$ cat config.mk
export PLATFORM = sky130hd
export DESIGN_NAME = ahb_lite_bus_arbiter_flat
export DESIGN_NICKNAME = d
export VERILOG_FILES = /design/src/rtl/ahb_lite_bus_arbiter_if.sv /design/src/rtl/ahb_lite_bus_arbiter.sv /design/src/flat_wrapper.sv
export SDC_FILE = /design/constraint.sdc
export NUM_CORES = 1
export LEC_CHECK = 0
export ABC_AREA = 0
export CORE_AREA = 2 2 87 89
export CTS_CLUSTER_DIAMETER = 120
export CTS_CLUSTER_SIZE = 12
export DETAILED_ROUTE_END_ITERATION = 10
export DIE_AREA = 0 0 89 91
export DONT_BUFFER_PORTS = 1
export MAX_ROUTING_LAYER = met4
export PLACE_DENSITY = 0.38
export REMOVE_ABC_BUFFERS = 1
export SKIP_LAST_GASP = 1
export SYNTH_ARGS = -nofsm -noshare
export SYNTH_HDL_FRONTEND = slang
export SYNTH_SLANG_ARGS = --single-unit
$ cat constraint.sdc
create_clock -name HCLK -period 1.7 [get_ports HCLK]
set_input_delay 0.425 -clock HCLK [delete_from_list [all_inputs] [get_ports HCLK]]
set_output_delay 0.425 -clock HCLK [all_outputs]
set_load 0.01 [all_outputs]
$ cat src/rtl/ahb_lite_bus_arbiter_if.sv
// ahb_lite_bus_arbiter_if: bus bundle between up to four AHB-Lite masters, the arbiter and the fabric
//   master modport: requesters/fabric side (drive requests, address/data buses, HREADY; see grant and muxed bus)
//   slave  modport: arbiter side (sees requests and buses; drives grant, muxed address/data, HMASTER, HMASTLOCK)
interface ahb_lite_bus_arbiter_if #(parameter int NM = 2);
    logic [NM-1:0]    M_HBUSREQ;
    logic [NM-1:0]    M_HLOCK;
    logic [NM*32-1:0] M_HADDR;
    logic [NM*2-1:0]  M_HTRANS;
    logic [NM-1:0]    M_HWRITE;
    logic [NM*3-1:0]  M_HSIZE;
    logic [NM*32-1:0] M_HWDATA;
    logic [NM-1:0]    M_HGRANT;
    logic             HREADY;
    logic [31:0]      HADDR;
    logic [1:0]       HTRANS;
    logic             HWRITE;
    logic [2:0]       HSIZE;
    logic [31:0]      HWDATA;
    logic [1:0]       HMASTER;
    logic             HMASTLOCK;
    modport master (
        output M_HBUSREQ, M_HLOCK, M_HADDR, M_HTRANS, M_HWRITE, M_HSIZE, M_HWDATA, HREADY,
        input  M_HGRANT, HADDR, HTRANS, HWRITE, HSIZE, HWDATA, HMASTER, HMASTLOCK
    );
    modport slave (
        input  M_HBUSREQ, M_HLOCK, M_HADDR, M_HTRANS, M_HWRITE, M_HSIZE, M_HWDATA, HREADY,
        output M_HGRANT, HADDR, HTRANS, HWRITE, HSIZE, HWDATA, HMASTER, HMASTLOCK
    );
endinterface

$ cat src/rtl/ahb_lite_bus_arbiter.sv
// ahb_lite_bus_arbiter: round-robin AHB-Lite arbiter for up to four masters with park on master 0
//   HCLK    : system clock
//   HRESETn : asynchronous active-low reset
//   bus     : ahb_lite_bus_arbiter_if.slave (requests, locks, master buses in; grant, muxed
//             address/control, data-phase HWDATA, HMASTER, HMASTLOCK out; HREADY in)
//   Optional: define ARB_HOLD_LIMIT_EN to force re-arbitration after MAX_HOLD unlocked cycles.
module ahb_lite_bus_arbiter #(
    parameter int NM       = 2,
    parameter int MAX_HOLD = 16
) (
    input logic HCLK,
    input logic HRESETn,
    ahb_lite_bus_arbiter_if.slave bus
);
    localparam logic [2:0] NM_L = 3'(NM);
    logic [1:0]  g_q, g_d, a_q, d_q;
    logic        l_q;
    logic [1:0]  g_s, a_s, d_s;
    logic [3:0]  req, lock, wr;
    logic [31:0] addr_m [4];
    logic [31:0] wdata_m [4];
    logic [1:0]  trans_m [4];
    logic [2:0]  size_m [4];
    logic [1:0]  idx;
    logic        found, expired;
    // Out-of-range indices can only appear through corruption; fold them onto master 0.
    assign g_s = ({1'b0, g_q} < NM_L) ? g_q : 2'd0;
    assign a_s = ({1'b0, a_q} < NM_L) ? a_q : 2'd0;
    assign d_s = ({1'b0, d_q} < NM_L) ? d_q : 2'd0;
    // Spread the packed master buses into four fixed slots so the 2-bit owner indices select directly.
    always_comb begin
        for (int i = 0; i < 4; i++) begin
            req[i] = 1'b0;
            lock[i] = 1'b0;
            wr[i] = 1'b0;
            addr_m[i] = '0;
            wdata_m[i] = '0;
            trans_m[i] = '0;
            size_m[i] = '0;
        end
        for (int i = 0; i < NM; i++) begin
            req[i] = bus.M_HBUSREQ[i];
            lock[i] = bus.M_HLOCK[i];
            wr[i] = bus.M_HWRITE[i];
            addr_m[i] = bus.M_HADDR[32*i +: 32];
            wdata_m[i] = bus.M_HWDATA[32*i +: 32];
            trans_m[i] = bus.M_HTRANS[2*i +: 2];
            size_m[i] = bus.M_HSIZE[3*i +: 3];
        end
    end
`ifdef ARB_HOLD_LIMIT_EN
    localparam int CW = $clog2(MAX_HOLD + 1);
    localparam logic [CW-1:0] LAST = CW'(MAX_HOLD - 1);
    logic [CW-1:0] cnt_q, cnt_d;
    logic [3:0]    others;
    always_comb begin
        others = req;
        others[g_s] = 1'b0;
    end
    assign expired = (cnt_q == LAST) && |others;
    // Saturates so a long uncontested tenure yields at once when a competitor appears.
    assign cnt_d = (g_d != g_q) ? '0 : (cnt_q == LAST) ? cnt_q : cnt_q + 1'b1;
    always_ff @(posedge HCLK or negedge HRESETn) begin
        if (!HRESETn) cnt_q <= '0;
        else if (bus.HREADY) cnt_q <= cnt_d;
    end
`else
    assign expired = 1'b0;
`endif
    // Lock always keeps the bus; otherwise the holder keeps it while requesting, else round-robin.
    always_comb begin
        g_d = 2'd0;
        found = 1'b0;
        idx = 2'd0;
        if (lock[g_s] || (req[g_s] && !expired)) begin
            g_d = g_s;
        end else begin
            for (int k = 1; k <= NM; k++) begin
                idx = 2'((int'(g_s) + k) % NM);
                if (!found && req[idx]) begin
                    g_d = idx;
                    found = 1'b1;
                end
            end
        end
    end
    always_ff @(posedge HCLK or negedge HRESETn) begin
        if (!HRESETn) begin
            g_q <= 2'd0;
            a_q <= 2'd0;
            d_q <= 2'd0;
            l_q <= 1'b0;
        end else if (bus.HREADY) begin
            d_q <= a_s;
            a_q <= g_s;
            l_q <= lock[g_s];
            g_q <= g_d;
        end
    end
    logic [3:0] gnt;
    assign gnt           = 4'b0001 << g_s;
    assign bus.M_HGRANT  = gnt[NM-1:0];
    assign bus.HADDR     = addr_m[a_s];
    assign bus.HTRANS    = trans_m[a_s];
    assign bus.HWRITE    = wr[a_s];
    assign bus.HSIZE     = size_m[a_s];
    assign bus.HWDATA    = wdata_m[d_s];
    assign bus.HMASTER   = a_s;
    assign bus.HMASTLOCK = l_q;
endmodule

$ cat src/flat_wrapper.sv
// flat-port wrapper written by rule: the top's interface ports become plain ports
module ahb_lite_bus_arbiter_flat 
#(
    parameter int NM       = 2,
    parameter int MAX_HOLD = 16
)
  (HCLK, HRESETn, bus_M_HBUSREQ, bus_M_HLOCK, bus_M_HADDR, bus_M_HTRANS, bus_M_HWRITE, bus_M_HSIZE, bus_M_HWDATA, bus_HREADY, bus_M_HGRANT, bus_HADDR, bus_HTRANS, bus_HWRITE, bus_HSIZE, bus_HWDATA, bus_HMASTER, bus_HMASTLOCK);
  ahb_lite_bus_arbiter_if #(.NM(NM)) bus_i ();
  input logic HCLK;
  input logic HRESETn;
  input wire logic [$bits(bus_i.M_HBUSREQ)-1:0] bus_M_HBUSREQ;
  input wire logic [$bits(bus_i.M_HLOCK)-1:0] bus_M_HLOCK;
  input wire logic [$bits(bus_i.M_HADDR)-1:0] bus_M_HADDR;
  input wire logic [$bits(bus_i.M_HTRANS)-1:0] bus_M_HTRANS;
  input wire logic [$bits(bus_i.M_HWRITE)-1:0] bus_M_HWRITE;
  input wire logic [$bits(bus_i.M_HSIZE)-1:0] bus_M_HSIZE;
  input wire logic [$bits(bus_i.M_HWDATA)-1:0] bus_M_HWDATA;
  input wire logic [$bits(bus_i.HREADY)-1:0] bus_HREADY;
  output wire logic [$bits(bus_i.M_HGRANT)-1:0] bus_M_HGRANT;
  output wire logic [$bits(bus_i.HADDR)-1:0] bus_HADDR;
  output wire logic [$bits(bus_i.HTRANS)-1:0] bus_HTRANS;
  output wire logic [$bits(bus_i.HWRITE)-1:0] bus_HWRITE;
  output wire logic [$bits(bus_i.HSIZE)-1:0] bus_HSIZE;
  output wire logic [$bits(bus_i.HWDATA)-1:0] bus_HWDATA;
  output wire logic [$bits(bus_i.HMASTER)-1:0] bus_HMASTER;
  output wire logic [$bits(bus_i.HMASTLOCK)-1:0] bus_HMASTLOCK;
  assign bus_i.M_HBUSREQ = bus_M_HBUSREQ;
  assign bus_i.M_HLOCK = bus_M_HLOCK;
  assign bus_i.M_HADDR = bus_M_HADDR;
  assign bus_i.M_HTRANS = bus_M_HTRANS;
  assign bus_i.M_HWRITE = bus_M_HWRITE;
  assign bus_i.M_HSIZE = bus_M_HSIZE;
  assign bus_i.M_HWDATA = bus_M_HWDATA;
  assign bus_i.HREADY = bus_HREADY;
  assign bus_M_HGRANT = bus_i.M_HGRANT;
  assign bus_HADDR = bus_i.HADDR;
  assign bus_HTRANS = bus_i.HTRANS;
  assign bus_HWRITE = bus_i.HWRITE;
  assign bus_HSIZE = bus_i.HSIZE;
  assign bus_HWDATA = bus_i.HWDATA;
  assign bus_HMASTER = bus_i.HMASTER;
  assign bus_HMASTLOCK = bus_i.HMASTLOCK;
  ahb_lite_bus_arbiter #(.NM(NM), .MAX_HOLD(MAX_HOLD)) u_core (.HCLK(HCLK), .HRESETn(HRESETn), .bus(bus_i));
endmodule
* Word-level counts from Yosys, hierarchy flattened
Index checks and enable logic that the tools add are counted.
** Cells by class
- $add $sub $neg :: 2
- Order comparisons :: 9
- Shift operators :: 1
- Muxes and demuxes :: 30
- Bitwise operators :: 4
- Reductions and logical operators :: 3
** Operators with widths (number)
- $bmux 32 s2 :: 2
- $mux 32 :: 4
- $mux 2 :: 8
- $lt 2x3->1 const B :: 4
- $bmux 1 s2 :: 5
- $mux 1 :: 7
- $bmux 3 s2 :: 1
- $ge 3x3->1 const B :: 2
- $lt 2x2->1 const B :: 3
- $mux 3 :: 2
- $not 2->3 :: 2
- $bmux 2 s2 :: 1
- $add 1x1->1 const B :: 2
- $and 1x1->1 const A :: 2
- $shl 1x2->2 const A :: 1
- $logic_and 1x1->1 :: 1
- $logic_not 1->1 :: 1
- $logic_or 1x1->1 :: 1
** Storage, ports and cells
- Bits in registers :: 7
- Output and inout bits :: 75

* Depth between registers and ports, before layout
Gate-level depths: netlist of run 1.
- Word-level depth :: 12
- Depth in mapped cells :: 3
- Gate-level depth less buffers :: 2

* Worst setup path after synthesis of run 1
Ideal clock, no wire load.
- Path kind :: register -> output
- Start point :: register u_core.d_q[0]
- End point :: output bus_HWDATA[10]
- Arrival time :: 1.099 ns
- Data required time :: 1.275 ns
- Path slack :: 0.176 ns
- Cell stages (with the launch flop) :: 4
- Buffers on the path :: 2
- Cell sequence :: dfrtp_1 clkbuf_1 buf_2 mux2_2
** On the way
- Word-level cells in the longest chain between the ends :: 6
** Ends and longest elaborated chain
- start, declared :: line ahb_lite_bus_arbiter.sv:16 : logic [1:0] g_q, g_d, a_q, d_q;
- start signal, assigned :: line ahb_lite_bus_arbiter.sv:94 : d_q <= a_s;
- $lt 2x2->1 :: line ahb_lite_bus_arbiter.sv:29 : assign d_s = ({1'b0, d_q} < NM_L) ? d_q : 2'd0;
- $mux 2 * :: line ahb_lite_bus_arbiter.sv:29
- $not 2->3 (not written as such) * :: line ahb_lite_bus_arbiter.sv:107 : assign bus.HWDATA = wdata_m[d_s];
- $bmux 32 s2 * :: line ahb_lite_bus_arbiter.sv:107
- $mux 32 (not written as such) * (2 in a row) :: line ahb_lite_bus_arbiter.sv:107
- end, declared :: line flat_wrapper.sv:24 : output wire logic [$bits(bus_i.HWDATA)-1:0] bus_HWDATA;
Mark *: on every way between the ends. The rest lies on a longest branch, timed or not. The select of a mux whose other input is x is not followed.

* Worst setup path after layout of run 1
- Start point :: register u_core.a_q[0]
- End point :: output bus_HADDR[21]
** On the way
- Word-level cells in the longest chain between the ends :: 6
** Ends and longest elaborated chain
- start, declared :: line ahb_lite_bus_arbiter.sv:16
- start signal, assigned :: line ahb_lite_bus_arbiter.sv:95 : a_q <= g_s;
- $lt 2x2->1 :: line ahb_lite_bus_arbiter.sv:28 : assign a_s = ({1'b0, a_q} < NM_L) ? a_q : 2'd0;
- $mux 2 * :: line ahb_lite_bus_arbiter.sv:28
- via bus_HMASTER[0] :: line flat_wrapper.sv:25 : output wire logic [$bits(bus_i.HMASTER)-1:0] bus_HMASTER;
- $not 2->3 (not written as such) * :: line ahb_lite_bus_arbiter.sv:103 : assign bus.HADDR = addr_m[a_s];
- $bmux 32 s2 * :: line ahb_lite_bus_arbiter.sv:103
- $mux 32 (not written as such) * (2 in a row) :: line ahb_lite_bus_arbiter.sv:103
- end, declared :: line flat_wrapper.sv:20 : output wire logic [$bits(bus_i.HADDR)-1:0] bus_HADDR;
Mark *: on every way through the listed nets, which the timed path passes. The rest lies on a longest branch. The select of a mux whose other input is x is not followed.

==> impl_metrics.tcl, run 1 <==
set metrics [dict create \
    track_usage 0.0879 \
    clk_latency_ns 0.21 \
    viasPerCell 4.51 \
    worstPathArrival_ns 1.23 \
    synth_enable_flop_cells 0 \
    postCtsSetupBuffers 0 \
    initial_utilization 0.142 \
    placedCellCount 186 \
    power_leakage_nw 0.387 \
    power.total_w 0.000747 \
    fmax_mhz 603 \
    period_share 0.975 \
    fillers 809 \
    area_growth_pct 18.5 \
    synthTopCellsByArea "mux2_2 80%, dfrtp_1 9.9%, buf_2 3.4%, clkbuf_1 1.1%, nor2_1 1.1%" \
    cp-end-kind "output pin" \
    synthTopCellsByCount "72 x mux2_2, 7 x buf_2, 4 x dfrtp_1, 3 x clkbuf_1, 3 x nor2_1" \
    timing.rr.start "u_core.a_q[0]" \
    hold_viol 0 \
    rsz0062_at_grt "yes" \
    port_buffers 0 \
    synth_cell_types 12 \
    wl_mm 4.25 \
    clk_pin_slew_ns 0.03 \
    place.gp.congestion 0.769 \
    die_x_um 89 \
    core.rowCount 31 \
    irDropWorstVdd_mv 0.130 \
    ios 222 \
    route.detailed.drc 0 \
    yosysWarnings 0 \
    cp_max_fo 22 \
    placed_cell_area_um2 1130 \
    worst_setup_path_start_kind "flip-flop" \
    fin_util 0.169 \
    reg2regPathDepth 2 \
    finalClockSkew_ns 0.00396 \
    ys_seq_area_frac 0.0985 \
    setup_violations 0 \
    antenna_found_initial 0 \
    ys.flop_type "dfrtp_1" \
    cts_htree_levels 1 \
    worstHoldStart "bus_HREADY" \
    final_cell_count_no_fill 191 \
    fin_tns_setup_ns 0 \
    r2r_end "u_core.a_q[0]" \
    dieArea_um2 8100 \
    synthArstFlopShare 1.00 \
    crit_type "flip-flop to output pin" \
    clock-sinks 4 \
    min_path_cells 1 \
    clock-root-buffer "clkbuf_8" \
    grt_pass1_wl_mm 5.06 \
    regToRegSetupSlack_ns 0.66 \
    power_density_nw_per_um2 620 \
    dp_hpwl_mm 3.66 \
    grt.overflow.total 0 \
    drt_iter0_drc 13 \
    ys_seq_elements 4 \
    drv_slew 0 \
    yosysTopAreaCell "mux2_2" \
    clock_path_buffers 2 \
    drive_gt1_frac 0.859 \
    hold_class "input port to flip-flop" \
    yosysMostFrequentCell "mux2_2" \
    cts_inserted_buffers 3 \
    die_y_um 91 \
    outcome "finished, final reports clean" \
    fin_area_um2 1200 \
    synthDominantCellAreaShare 0.798 \
    finalCriticalPeriod_ns 1.66 \
    cts_tree "built" \
    ant_nets 0 \
    first_global_vias 784 \
    diodes 0 \
    vias 861 \
    hold_end "u_core.bus.HMASTLOCK" \
    fp.coreArea_um2 7140 \
    wl_per_cell_um 22.2 \
    required_ns 1.27 \
    grt_max_degree 42 \
    synthCells 96 \
    netlist_area_um2 1020 \
    avgSynthCellArea_um2 10.6 \
    cap_violations 0 \
    nets 241 \
    dr.pass1.iters 4 \
]
-- per-stage QoR --
stage	hold WS, ns	setup slack (ns)
floorplan	0.129	-0.307
global placement	0.129	0.272
detailed placement	0.129	0.252
CTS	0.299	0.0266
global route	0.287	-0.00610
finish	0.301	0.0417
-- state kept, by name, indices dropped and copies added (netlist names) --
name / cells
u_core.a_q: 1
u_core.bus.HMASTLOCK: 1
u_core.d_q: 1
u_core.g_q: 1
-- cells by family after synthesis --
| family | count (synthesis) | synth area share |
|---|---|---|
| flops | 4 | 0.0985 |
| mux | 73 | 0.808 |
| simple gates | 4 | 0.0197 |
| compound gates | 2 | 0.0135 |
| other cells | 1 | 0.00369 |
| buf+inv | 12 | 0.0566 |
-- layout by cell type, fill, tap and decap left out --
cell / count
dfrtp_2: 1
conb_1: 1
mux2i_1: 1
dfrtp_1: 3
clkbuf_8: 3
clkbuf_16: 1
a221oi_1: 1
dlygate4sd3_1: 1
nor2_1: 3
mux2_2: 72
buf_12: 2
a21oi_1: 1
or3b_1: 1
inv_1: 1
-- worst max path at each step --
stage	start	end	slack (ns)	depth (start not counted)
3_5_place_dp	u_core.a_q[0]	bus_HADDR[21]	0.25	2
6_report	u_core.a_q[0]	bus_HADDR[21]	0.04	2
4_1_cts	u_core.a_q[0]	bus_HADDR[21]	0.03	2
3_3_place_gp	u_core.a_q[0]	bus_HADDR[21]	0.27	2
2_1_floorplan	u_core.a_q[0]	bus_HADDR[0]	-0.31	1
5_1_grt	u_core.a_q[0]	bus_HADDR[21]	-0.006	2
-- critical path, cell delays in order (launching register included) --
cell     delay (ns)
dfrtp_2        0.41
buf_12         0.19
mux2_2         0.40
-- routing by layer --
metal	vias to the layer above	GRT usage	routed length, µm
li1	347	-	-
met3	4	0.0200	499
met1	388	0.0773	1240
met2	122	0.181	2490
met4	0	0.0187	23
met5	-	-	0
-- power by group --
| part | internal, W | total, W | switching, W | leakage, nW |
|---|---|---|---|---|
| clock | 0.000151 | 0.000198 | 0.0000471 | 0.0216 |
| combinational | 0.000210 | 0.000431 | 0.000221 | 0.315 |
| sequential | 0.000105 | 0.000117 | 0.0000124 | 0.0502 |
-- cell type report --
class	instances	area [µm²]	area share
multi-input combinational	80	858	0.713
tap	99	124	0.103
sequential	4	101	0.0842
timing repair buffer	4	75.1	0.0624
clock buffer	3	41.3	0.0343
inverter	1	3.75	0.00312
-- what timing repair did --
item                                   4_1_cts  5_1_grt
endpoints found under the hold margin        4        0
gates resized for setup                      0        1
hold buffers                                 1        0
setup endpoints to repair                    0        2
(Power assumes the default switching activity.)
==> run 2: changes to the inputs <==
--- a/config.mk
+++ b/config.mk
@@ -12,6 +12,7 @@
 export DETAILED_ROUTE_END_ITERATION = 10
 export DIE_AREA = 0 0 89 91
 export DONT_BUFFER_PORTS = 1
+export HOLD_SLACK_MARGIN = 0.06
 export MAX_ROUTING_LAYER = met4
 export PLACE_DENSITY = 0.38
 export REMOVE_ABC_BUFFERS = 1
==> results of run 2 <==
Final layout, timing and power as in run 1 (identical DEF).
